==> src/rtl/m_stage_arbiter_if.sv <==
// Handshake bundle for the 2:1 merge stage: two Send/Ack sources in, one Send/Ack sink out.
// The slave modport is the arbiter's view; the master modport is the producer/consumer side.
interface m_stage_arbiter_if #(
    parameter int W = 32
);
    logic         send_in_a;
    logic [W-1:0] packet_in_a;
    logic         ack_out_a;
    logic         send_in_b;
    logic [W-1:0] packet_in_b;
    logic         ack_out_b;
    logic         send_out;
    logic [W-1:0] packet_out;
    logic         ack_in;
    logic         grant_src;
    logic         locked;

    modport slave (
        input  send_in_a, packet_in_a, send_in_b, packet_in_b, ack_in,
        output ack_out_a, ack_out_b, send_out, packet_out, grant_src, locked
    );

    modport master (
        output send_in_a, packet_in_a, send_in_b, packet_in_b, ack_in,
        input  ack_out_a, ack_out_b, send_out, packet_out, grant_src, locked
    );
endinterface

==> src/rtl/m_stage_arbiter.sv <==
// Round-robin 2:1 merge into a one-entry output register.
// A set PAIR bit locks the grant to its source until that source sends a packet with PAIR clear.
//   state        | meaning
//   ST_UNLOCKED  | both sources eligible, RR pointer arbitrates
//   ST_LOCK_A    | only A eligible, pair/chain from A in progress
//   ST_LOCK_B    | only B eligible, pair/chain from B in progress
module m_stage_arbiter #(
    parameter int W        = 32,
    parameter int PAIR_BIT = W - 1
) (
    input  logic               i_clk,
    input  logic               i_rst_n,
    m_stage_arbiter_if.slave   bus
);
    typedef enum logic [1:0] {
        ST_UNLOCKED = 2'd0,
        ST_LOCK_A   = 2'd1,
        ST_LOCK_B   = 2'd2
    } lock_state_t;

    lock_state_t  r_state;
    lock_state_t  w_state_nxt;
    logic         r_send_out;
    logic [W-1:0] r_packet_out;
    logic         r_grant_src;
    logic         r_rr_b;

    logic         w_can_load;
    logic         w_req_a;
    logic         w_req_b;
    logic         w_ack_a;
    logic         w_ack_b;
    logic         w_accept;
    logic [W-1:0] w_pkt_sel;

    // Loading while the sink drains gives one packet per cycle without bubbles.
    assign w_can_load = !r_send_out | bus.ack_in;
    assign w_req_a    = bus.send_in_a & (r_state != ST_LOCK_B);
    assign w_req_b    = bus.send_in_b & (r_state != ST_LOCK_A);
    assign w_ack_a    = w_can_load & i_rst_n & w_req_a & (!w_req_b | !r_rr_b);
    assign w_ack_b    = w_can_load & i_rst_n & w_req_b & (!w_req_a |  r_rr_b);
    assign w_accept   = w_ack_a | w_ack_b;
    assign w_pkt_sel  = w_ack_b ? bus.packet_in_b : bus.packet_in_a;

    assign bus.ack_out_a  = w_ack_a;
    assign bus.ack_out_b  = w_ack_b;
    assign bus.send_out   = r_send_out;
    assign bus.packet_out = r_packet_out;
    assign bus.grant_src  = r_grant_src;
    assign bus.locked     = (r_state != ST_UNLOCKED);

    always_comb begin
        w_state_nxt = r_state;
        if (w_accept) begin
            if (w_pkt_sel[PAIR_BIT]) begin
                w_state_nxt = w_ack_b ? ST_LOCK_B : ST_LOCK_A;
            end else begin
                w_state_nxt = ST_UNLOCKED;
            end
        end
    end

    always_ff @(posedge i_clk or negedge i_rst_n) begin
        if (!i_rst_n) begin
            r_state      <= ST_UNLOCKED;
            r_send_out   <= 1'b0;
            r_packet_out <= '0;
            r_grant_src  <= 1'b0;
            r_rr_b       <= 1'b0;
        end else begin
            r_state <= w_state_nxt;
            if (w_accept) begin
                r_send_out   <= 1'b1;
                r_packet_out <= w_pkt_sel;
                r_grant_src  <= w_ack_b;
                r_rr_b       <= w_ack_a;
            end else if (r_send_out && bus.ack_in) begin
                r_send_out <= 1'b0;
            end
        end
    end
endmodule
==> src/flat_wrapper.sv <==
// flat-port wrapper written by rule: the top's interface ports become plain ports
module m_stage_arbiter_flat 
#(
    parameter int W        = 32,
    parameter int PAIR_BIT = W - 1
)
  (i_clk, i_rst_n, bus_send_in_a, bus_packet_in_a, bus_send_in_b, bus_packet_in_b, bus_ack_in, bus_ack_out_a, bus_ack_out_b, bus_send_out, bus_packet_out, bus_grant_src, bus_locked);
  m_stage_arbiter_if #(.W(W)) bus_i ();
  input  logic i_clk;
  input  logic i_rst_n;
  input wire logic [$bits(bus_i.send_in_a)-1:0] bus_send_in_a;
  input wire logic [$bits(bus_i.packet_in_a)-1:0] bus_packet_in_a;
  input wire logic [$bits(bus_i.send_in_b)-1:0] bus_send_in_b;
  input wire logic [$bits(bus_i.packet_in_b)-1:0] bus_packet_in_b;
  input wire logic [$bits(bus_i.ack_in)-1:0] bus_ack_in;
  output wire logic [$bits(bus_i.ack_out_a)-1:0] bus_ack_out_a;
  output wire logic [$bits(bus_i.ack_out_b)-1:0] bus_ack_out_b;
  output wire logic [$bits(bus_i.send_out)-1:0] bus_send_out;
  output wire logic [$bits(bus_i.packet_out)-1:0] bus_packet_out;
  output wire logic [$bits(bus_i.grant_src)-1:0] bus_grant_src;
  output wire logic [$bits(bus_i.locked)-1:0] bus_locked;
  assign bus_i.send_in_a = bus_send_in_a;
  assign bus_i.packet_in_a = bus_packet_in_a;
  assign bus_i.send_in_b = bus_send_in_b;
  assign bus_i.packet_in_b = bus_packet_in_b;
  assign bus_i.ack_in = bus_ack_in;
  assign bus_ack_out_a = bus_i.ack_out_a;
  assign bus_ack_out_b = bus_i.ack_out_b;
  assign bus_send_out = bus_i.send_out;
  assign bus_packet_out = bus_i.packet_out;
  assign bus_grant_src = bus_i.grant_src;
  assign bus_locked = bus_i.locked;
  m_stage_arbiter #(.W(W), .PAIR_BIT(PAIR_BIT)) u_core (.i_clk(i_clk), .i_rst_n(i_rst_n), .bus(bus_i));
endmodule
==> config.mk <==
export PLATFORM = sky130hd
export DESIGN_NAME = m_stage_arbiter_flat
export DESIGN_NICKNAME = d
export VERILOG_FILES = /design/src/rtl/m_stage_arbiter_if.sv /design/src/rtl/m_stage_arbiter.sv /design/src/flat_wrapper.sv
export SDC_FILE = /design/constraint.sdc
export NUM_CORES = 1
export LEC_CHECK = 0
export BUFFER_PORTS_ARGS = -buffer_cell sky130_fd_sc_hd__clkbuf_2
export CAP_MARGIN = 30
export CELL_PAD_IN_SITES_DETAIL_PLACEMENT = 1
export CELL_PAD_IN_SITES_GLOBAL_PLACEMENT = 1
export CORE_UTILIZATION = 33
export CTS_CLUSTER_SIZE = 28
export DETAILED_ROUTE_END_ITERATION = 7
export GPL_ROUTABILITY_DRIVEN = 0
export HOLD_SLACK_MARGIN = 0.02
export PLACE_DENSITY_LB_ADDON = 0.2
export RECOVER_POWER = 25
export SETUP_SLACK_MARGIN = 0.2
export SYNTH_ARGS = -nofsm -noshare
export SYNTH_HDL_FRONTEND = slang
export SYNTH_SLANG_ARGS = --single-unit
export TNS_END_PERCENT = 10
==> constraint.sdc <==
create_clock -name i_clk -period 3.2 [get_ports i_clk]
set_clock_uncertainty 0.15 [all_clocks]
set_input_delay 0.16 -clock i_clk [delete_from_list [all_inputs] [get_ports i_clk]]
set_output_delay 0.16 -clock i_clk [all_outputs]
set_load 0.01 [all_outputs]
Yosys cells after proc, flatten, opt, wreduce, memory -nomap -nowiden
Index checks and enable logic that the tools add are counted.
Cells by class
  equal/unequal tests: 2
  muxes and demuxes: 5
  bitwise logic cells: 11
  reductions and logical operators: 7
Operators by type and width (number)
  two-way mux 32 bit: 1
  bitwise AND 1 bit: 7
  zero test 1 bit: 4
  two-way mux 2 bit: 2
  bitwise OR 1 bit: 4
  nonzero test 2 bit: 2
  two-way mux 1 bit: 2
  != test 2 x 1 -> 1 bit, second input constant: 1
  != test 2 bit, second input constant: 1
  logical AND 1 bit: 1
Word-level totals
  logic and storage cells: 30
  register bits after elaboration: 37

Depth between registers and ports, before layout
Gate-level depths: netlist of run 1.
  depth after elaboration: 7
  mapped depth: 5

Worst setup path after synthesis of run 1
Ideal clock, no wire load.
  path kind: register to register
  start point: register u_core.r_rr_b
  end point: register u_core.r_grant_src, in the netlist u_core.bus.grant_src
  data arrival time: 1.343 ns
  stages on the path, launching flop included: 6
  setup time: 0.127 ns
  slack: 1.580 ns
  cells stage by stage: dfrtp_1 -> and2_1 -> maj3_1 -> nor2_4 -> buf_4 -> o22ai_1
Between the ends
  longest elaborated chain between the ends: 4
Ends and longest elaborated chain
  start, declared: RTL line m_stage_arbiter.sv:26  | logic r_rr_b;
  start signal, assigned: RTL line m_stage_arbiter.sv:76  | r_rr_b <= w_ack_a;
  zero test 1 bit: RTL line m_stage_arbiter.sv:40  | assign w_ack_a = w_can_load & i_rst_n & w_req_a & (!w_req_b | !r_rr_b);
  bitwise OR 1 bit: RTL line m_stage_arbiter.sv:40
  bitwise AND 1 bit: RTL line m_stage_arbiter.sv:40
  via bus_ack_out_a: RTL line flat_wrapper.sv:16  | output wire logic [$bits(bus_i.ack_out_a)-1:0] bus_ack_out_a;
  bitwise OR 1 bit: RTL line m_stage_arbiter.sv:42  | assign w_accept = w_ack_a | w_ack_b;
  end signal, assigned: RTL line m_stage_arbiter.sv:75  | r_grant_src <= w_ack_b;
  end, declared: RTL line m_stage_arbiter.sv:25  | logic r_grant_src;
The timed path passes the listed nets, and every way through them passes these cells.
A chain may end at the register's enable or synchronous reset.

Worst setup path after layout of run 1
  start point: input i_rst_n
  end point: register u_core.r_packet_out[21], in the netlist u_core.bus.packet_out[21]
Between the ends
  longest elaborated chain between the ends: 4
Ends and longest elaborated chain
  start, declared: RTL line flat_wrapper.sv:10  | input logic i_rst_n;
  bitwise AND 1 bit *: RTL line m_stage_arbiter.sv:40, m_stage_arbiter.sv:41
  bitwise AND 1 bit (on tied branches) (2 in series): RTL line m_stage_arbiter.sv:41, m_stage_arbiter.sv:40
  two-way mux 32 bit / bitwise OR 1 bit (equally long branches): RTL line m_stage_arbiter.sv:43, m_stage_arbiter.sv:42
  end signal, assigned: RTL line m_stage_arbiter.sv:74  | r_packet_out <= w_pkt_sel;
  end, declared: RTL line m_stage_arbiter.sv:24  | logic [W-1:0] r_packet_out;
Every way passes the cells marked *; elsewhere a longest branch is shown, timed or not.

==> flow_metrics.py, run 1 <==
metrics = {
    "run_status": {
        "status": "complete, no violations",
    },
    "global_routing": {
        "track_usage_pct": 25.01,
        "grt_start_max_net_pins": 36,
        "antenna_found_initial": 0,
        "grt_overflow": 0,
        "grt_pass1_wl_mm": 11.45,
        "grt_pass1_vias": 2365,
    },
    "run": {
        "maxCapViolations": 0,
    },
    "worst_setup_path": {
        "cp.required_ps": 3290,
        "crit_buf_inv": 4,
        "worstSetupEndpointType": "register",
        "cp.arrival_ps": 2960,
        "worstPathMaxFanout": 21,
        "regToRegStartpoint": "u_core.r_rr_b",
        "start_kind": "input port",
        "critPathLaunch": "i_rst_n",
        "slowest_stage": "dlygate4sd3_1",
        "r2r_slack_ps": 370,
        "crit_end": "u_core.bus.packet_out[21]",
        "cpLargestDelayFamily": "buffers and inverters",
        "worstReg2RegEnd": "u_core.bus.packet_out[3]",
        "crit_chain": "dlygate4sd3_1, clkbuf_2, o311a_1, buf_4, a21oi_1, a221oi_1, dlygate4sd3_1",
        "reg2reg_depth": 5,
        "cp_common_cell": "dlygate4sd3_1",
        "path_depth": 7,
        "worstSetupPathType": "in -> reg",
        "cp_slowest_stage_delay_ps": 600,
    },
    "detailed_routing": {
        "ant_nets": 0,
        "first_pass_iters": 4,
        "vias": 2182,
        "post-route-drc-count": 0,
        "wl_per_cell_um": 16.67,
        "detail_route.iter0.violations": 100,
        "viasPerCell": 4.871,
        "routed_wl_mm": 7.470,
    },
    "sta": {
        "setup_viol": 0,
        "period_needed_ps": 2866,
        "maxSlewViolCount": 0,
        "hold_viol": 0,
        "setup_tns_ps": 0,
        "max_freq_mhz": 348.9,
        "min_period_over_period_pct": 89.56,
        "layout_setup_ws_ps": 334.1,
        "rsz0062_at_grt": "no",
        "slew_headroom_pct": 41.67,
        "worst_slew_pin_slew_ps": 872.9,
    },
    "clock_network": {
        "root_buffer": "clkbuf_8",
        "cts_tree": "done",
        "cts_made_buffers": 5,
        "clockBufferDepth": 2,
        "clkSinkCount": 37,
        "clock_latency_ps": 290,
        "htree_levels": 2,
        "path_clk_slew_ps": 80,
    },
    "pwr": {
        "ir_drop_v": 0.0003326,
        "p_leak_uw": 0.001711,
        "cellPowerDensity_mw_per_mm2": 721.9,
    },
    "synthesis": {
        "synth_area_leaders": "dfrtp_1 (50%), a221oi_1 (16%), inv_1 (14%)",
        "ys_ff_latch": 37,
        "ys_warn_count": 0,
        "ys.flop_type": "dfrtp_1",
        "synth-seq-area-share_pct": 49.93,
        "synth_area_per_cell_um2": 9.134,
        "yosysTopAreaCell": "dfrtp_1",
        "synth_edf_count": 0,
        "synthTopCellsByCount": "inv_1 (68), dfrtp_1 (37), a221oi_1 (33)",
        "yosysTopAreaCellShare_pct": 49.93,
        "synth_area_mm2": 0.001854,
        "yosysUniqueCellTypes": 21,
        "async_reset_ff_share_pct": 100.0,
        "syn_inst": 203,
        "syn_nets": 272,
        "synth.most_common_cell": "inv_1",
    },
    "layout": {
        "antennaDiodeCount": 0,
        "syn_to_final_growth_pct": 74.63,
        "drive_gt1_share_pct": 32.28,
        "fill_cells": 652,
        "fin_nets": 446,
    },
    "place": {
        "port_buffers": 105,
        "pre_cts_ws_ps": 977.0,
        "post-dp-hpwl_mm": 4.012,
    },
    "min_path": {
        "hold_depth": 3,
        "holdCritPathClass": "in -> reg",
        "hold_start": "bus_send_in_a",
    },
    "floorplanning": {
        "start_util_pct": 35.19,
        "rows": 26,
        "core_area_mm2": 0.005270,
        "dieArea_mm2": 0.005923,
        "die_x_um": 76.96,
        "die_y_um": 76.96,
        "ios": 106,
    },
}
[state kept, by name, indices dropped and copies added, names as in the netlist]
name / flops
u_core.bus.grant_src: 1
u_core.r_state: 2
u_core.bus.packet_out: 32
u_core.bus.send_out: 1
u_core.r_rr_b: 1
[layout make-up]
class                           instances  area [um^2]  share of cell area, %
Sequential cell                        37        925.9                  28.59
Multi-Input combinational cell         87        605.6                  18.70
Tap cell                               70        87.58                  2.705
Clock inverter                          1        30.03                 0.9274
Clock buffer                            7        86.33                  2.666
Timing Repair Buffer                  178         1247                  38.52
Inverter                               68        255.2                  7.883
[timing repair]
action | 4_1_cts | 5_1_grt
resized for setup | 0 | 1
buffers inserted | 0 | 3
setup endpoints to repair | 0 | 31
hold endpoints to repair | 71 | 0
hold buffers | 66 | 0
[through the flow]
step	hold slack, ps	instances	total power (uW)	cell area (um^2)	util (%)
after floorplan	-285.6	203	1222	1854	-
after CTS	87.49	444	2265	3196	60.64
after global placement	-105.3	370	1543	2419	45.89
final	115.5	448	2337	3238	61.44
after global routing	117.9	448	2481	3238	61.44
after detailed placement	-91.96	370	1563	2419	45.89
[tightest hold or removal path, delay by kind of cell]
family / cells / cell delay [ps]
AOI/OAI and AO/OA: 1 / 110
buffers and inverters: 1 / 110
and+or+nand+nor: 1 / 130
[layer usage]
metal	global-route usage, %	up-vias	wire [um]
met5	0	-	0
met4	8.654	0	121
met3	4.286	12	317
met2	45.45	81	3931
met1	29.35	1057	3101
li1	-	1032	-
[how the worst min path moves through the flow]
| stage | endpoint | slack, ps |
|---|---|---|
| floorplan | u_core.bus.grant_src | -290 |
| global placement | u_core.bus.packet_out[8] | -110 |
| detailed placement | u_core.r_rr_b | -90 |
| CTS | u_core.bus.grant_src | 90 |
| global route | u_core.r_rr_b | 120 |
| finish | u_core.r_rr_b | 120 |
[report_power, final]
group / leakage [uW] / total, uW / internal, uW / switching (uW)
clock: 0.0000585 / 429 / 254 / 175
combinational: 0.00124 / 1100 / 579 / 520
sequential: 0.000411 / 810 / 669 / 140
total: 0.00171 / 2340 / 1500 / 835
[cell families (layout without fill, tap and decap cells)]
group,count (synthesis),after routing,synth area share (%)
AO/OA/AOI/OAI,71,71,26.72
adder cells (fa/ha/maj),2,2,1.147
buffers and inverters,80,254,18.02
flip-flops,37,37,49.93
AND/OR/NAND/NOR,13,14,4.183
[placed cells by master, fill, tap and decap left out]
cell type	n
a21oi_1	32
and2_1	1
o21ai_0	1
o22ai_1	1
o311a_1	1
clkbuf_2	105
clkbuf_8	6
nand3_1	3
bufinv_16	1
clkbuf_1	2
nor2_1	1
a22o_1	2
nor2b_1	1
buf_4	5
dfrtp_1	37
maj3_1	1
dlygate4sd3_1	66
a21o_1	1
nand2b_1	2
buf_12	1
nor2_4	3
nand2_1	3
maj3_2	1
a221oi_1	33
inv_1	68
(Power assumes the default switching activity.)
==> inputs of run 2 (changes only) <==
ABC_CLOCK_PERIOD_IN_PS = 2310   (was not set)
CORE_UTILIZATION = 28   (was 33)
clock period = 2.31 ns   (was 3.2 ns; I/O delays follow)
==> run 2 against run 1 <==
  * Count of clock-buffer cells in the layout shrank 1
  * Routed wire length shrank 4.2%
  * Highest routed layer unchanged
  * Via count shrank 0.14%
  * Non-clock buffer count grew 4
  * Critical path depth shrank 3
  * Sequential share of layout area shrank 0.15 points
  * Critical path type is now reg -> out
  * Register-to-register slack gained 90 ps
==> flow_metrics.py, run 2 (synthesis gave the netlist of run 1 again) <==
metrics = {
    "layout": {
        "syn_to_final_growth_pct": 75.57,
        "most-common-layout-cells": "clkbuf_2 (83), inv_1 (68), dlygate4sd3_1 (65), dfrtp_1 (37), a221oi_1 (33)",
        "drive_gt1_share_pct": 27.82,
        "antennaDiodeCount": 0,
        "fin_nets": 449,
        "final_common_cell": "clkbuf_2",
        "fin_util_pct": 50.98,
        "largest_reg_flops": 32,
    },
    "worst_setup_path": {
        "r2r_slack_ps": 460,
        "reg2reg_depth": 5,
        "worstSetupEndpointType": "primary output",
        "worstSetupPathType": "reg -> out",
        "worstPathMaxFanout": 14,
        "start_kind": "register",
        "regToRegStartpoint": "u_core.r_state[1]",
        "cp.required_ps": 2040,
        "cp.arrival_ps": 1740,
        "worstReg2RegEnd": "u_core.bus.packet_out[11]",
    },
    "sta": {
        "maxSlewViolCount": 0,
        "slew_headroom_pct": 70.64,
        "hold_viol": 0,
        "max_freq_mhz": 498.2,
        "rsz0062_at_grt": "yes",
        "setup_viol": 0,
        "setup_tns_ps": 0,
        "period_needed_ps": 2007,
        "worst_slew_pin_slew_ps": 440.5,
        "min_period_over_period_pct": 86.89,
    },
    "detailed_routing": {
        "wl_per_cell_um": 15.63,
        "viasPerCell": 4.758,
        "ant_nets": 0,
        "detail_route.iter0.violations": 41,
        "routed_wl_mm": 7.158,
        "first_pass_iters": 4,
        "vias": 2179,
        "post-route-drc-count": 0,
    },
    "clock_network": {
        "root_buffer": "clkbuf_8",
        "clkSinkCount": 37,
        "clockBufferDepth": 2,
        "clock_latency_ps": 280,
        "cts_made_buffers": 5,
        "htree_levels": 2,
        "cts_resized": 0,
        "path_clk_slew_ps": 70,
        "cts_tree": "done",
    },
    "floorplanning": {
        "dieArea_mm2": 0.006952,
        "die_x_um": 83.38,
        "start_util_pct": 29.04,
        "core_area_mm2": 0.006386,
        "rows": 29,
        "die_y_um": 83.38,
        "ios": 106,
    },
    "run_status": {
        "status": "complete, no violations",
    },
    "global_routing": {
        "track_usage_pct": 21.13,
        "grt_pass1_wl_mm": 11.58,
        "grt_overflow": 0,
        "antenna_found_initial": 0,
        "grt_pass1_vias": 2383,
        "grt_start_max_net_pins": 34,
    },
    "pwr": {
        "ir_drop_v": 0.0003623,
        "switching_share_pct": 36.94,
        "p_sw_uw": 1057,
        "p_leak_uw": 0.001699,
        "internal-power_uw": 1804,
        "pwr-share-comb_pct": 40.4,
        "cellPowerDensity_mw_per_mm2": 878.9,
        "seq_power_share_pct": 38.9,
        "clockPowerShare_pct": 20.7,
    },
    "min_path": {
        "holdCritPathClass": "in -> async",
    },
    "place": {
        "port_buffers": 105,
        "post-dp-hpwl_mm": 4.137,
    },
    "run": {
        "maxCapViolations": 0,
    },
}
[run 2: metal layers]
layer / track usage, % / wire length [um] / part of all wire, %
met4: 3.762 / 30 / 0.42
met2: 41.36 / 3916 / 55
met1: 23.34 / 2867 / 40
met5: 0 / 0 / 0
met3: 4.473 / 344 / 4.8
[run 2: final cells by class]
cell class / count / area [um^2]
Clock inverter: 2 / 37.54
Tap cell: 77 / 96.34
Sequential cell: 37 / 925.9
Fill cell: 798 / 3131
Clock buffer: 6 / 82.58
Multi-Input combinational cell: 86 / 594.3
Inverter: 68 / 255.2
Timing Repair Buffer: 182 / 1264
[run 2: worst max path at each step]
stage / end / depth (start not counted) / slack [ps] / startpoint
2_1_floorplan: u_core.bus.grant_src / 5 / 690 / u_core.r_rr_b
3_5_place_dp: u_core.bus.packet_out[23] / 5 / 420 / u_core.r_rr_b
3_3_place_gp: u_core.bus.packet_out[28] / 5 / 460 / u_core.r_rr_b
6_report: bus_ack_out_b / 4 / 300 / u_core.r_state[1]
4_1_cts: bus_ack_out_a / 4 / 250 / u_core.r_rr_b
5_1_grt: bus_ack_out_b / 4 / 170 / u_core.r_state[1]
[run 2: critical path, cell delays in order, from the launching register on]
cell and delay [ps]:
dfrtp_1 460, inv_1 90, maj3_2 350, nor2_4 350
clkbuf_2 210
[run 2: timing repair]
| action | 4_1_cts | 5_1_grt |
|---|---|---|
| buffers inserted | 0 | 5 |
| hold buffers | 65 | 0 |
| setup endpoints to repair | 0 | 2 |
| hold endpoints to repair | 71 | 0 |
[run 2: through the flow]
| stage | hold slack [ps] | std cells | cell area (um^2) | power [uW] | setup slack [ps] |
|---|---|---|---|---|---|
| after floorplan | -330.1 | 203 | 1854 | 1692 | 690.0 |
| after detailed placement | -166.0 | 380 | 2475 | 2199 | 418.4 |
| after CTS | 57.43 | 453 | 3246 | 2897 | 246.1 |
| after global placement | -165.2 | 380 | 2475 | 2169 | 457.6 |
| final | 60.62 | 458 | 3256 | 2861 | 302.8 |
| after global routing | 62.97 | 458 | 3256 | 3052 | 169.1 |
[run 2: power by group through the flow]
stage | clock network [uW] | logic [uW] | registers (uW)
after floorplan | 0 | 477 | 1220
after global placement | 0 | 1050 | 1120
after detailed placement | 0 | 1080 | 1120
after CTS | 615 | 1170 | 1110
after global routing | 632 | 1270 | 1150
final | 593 | 1160 | 1110
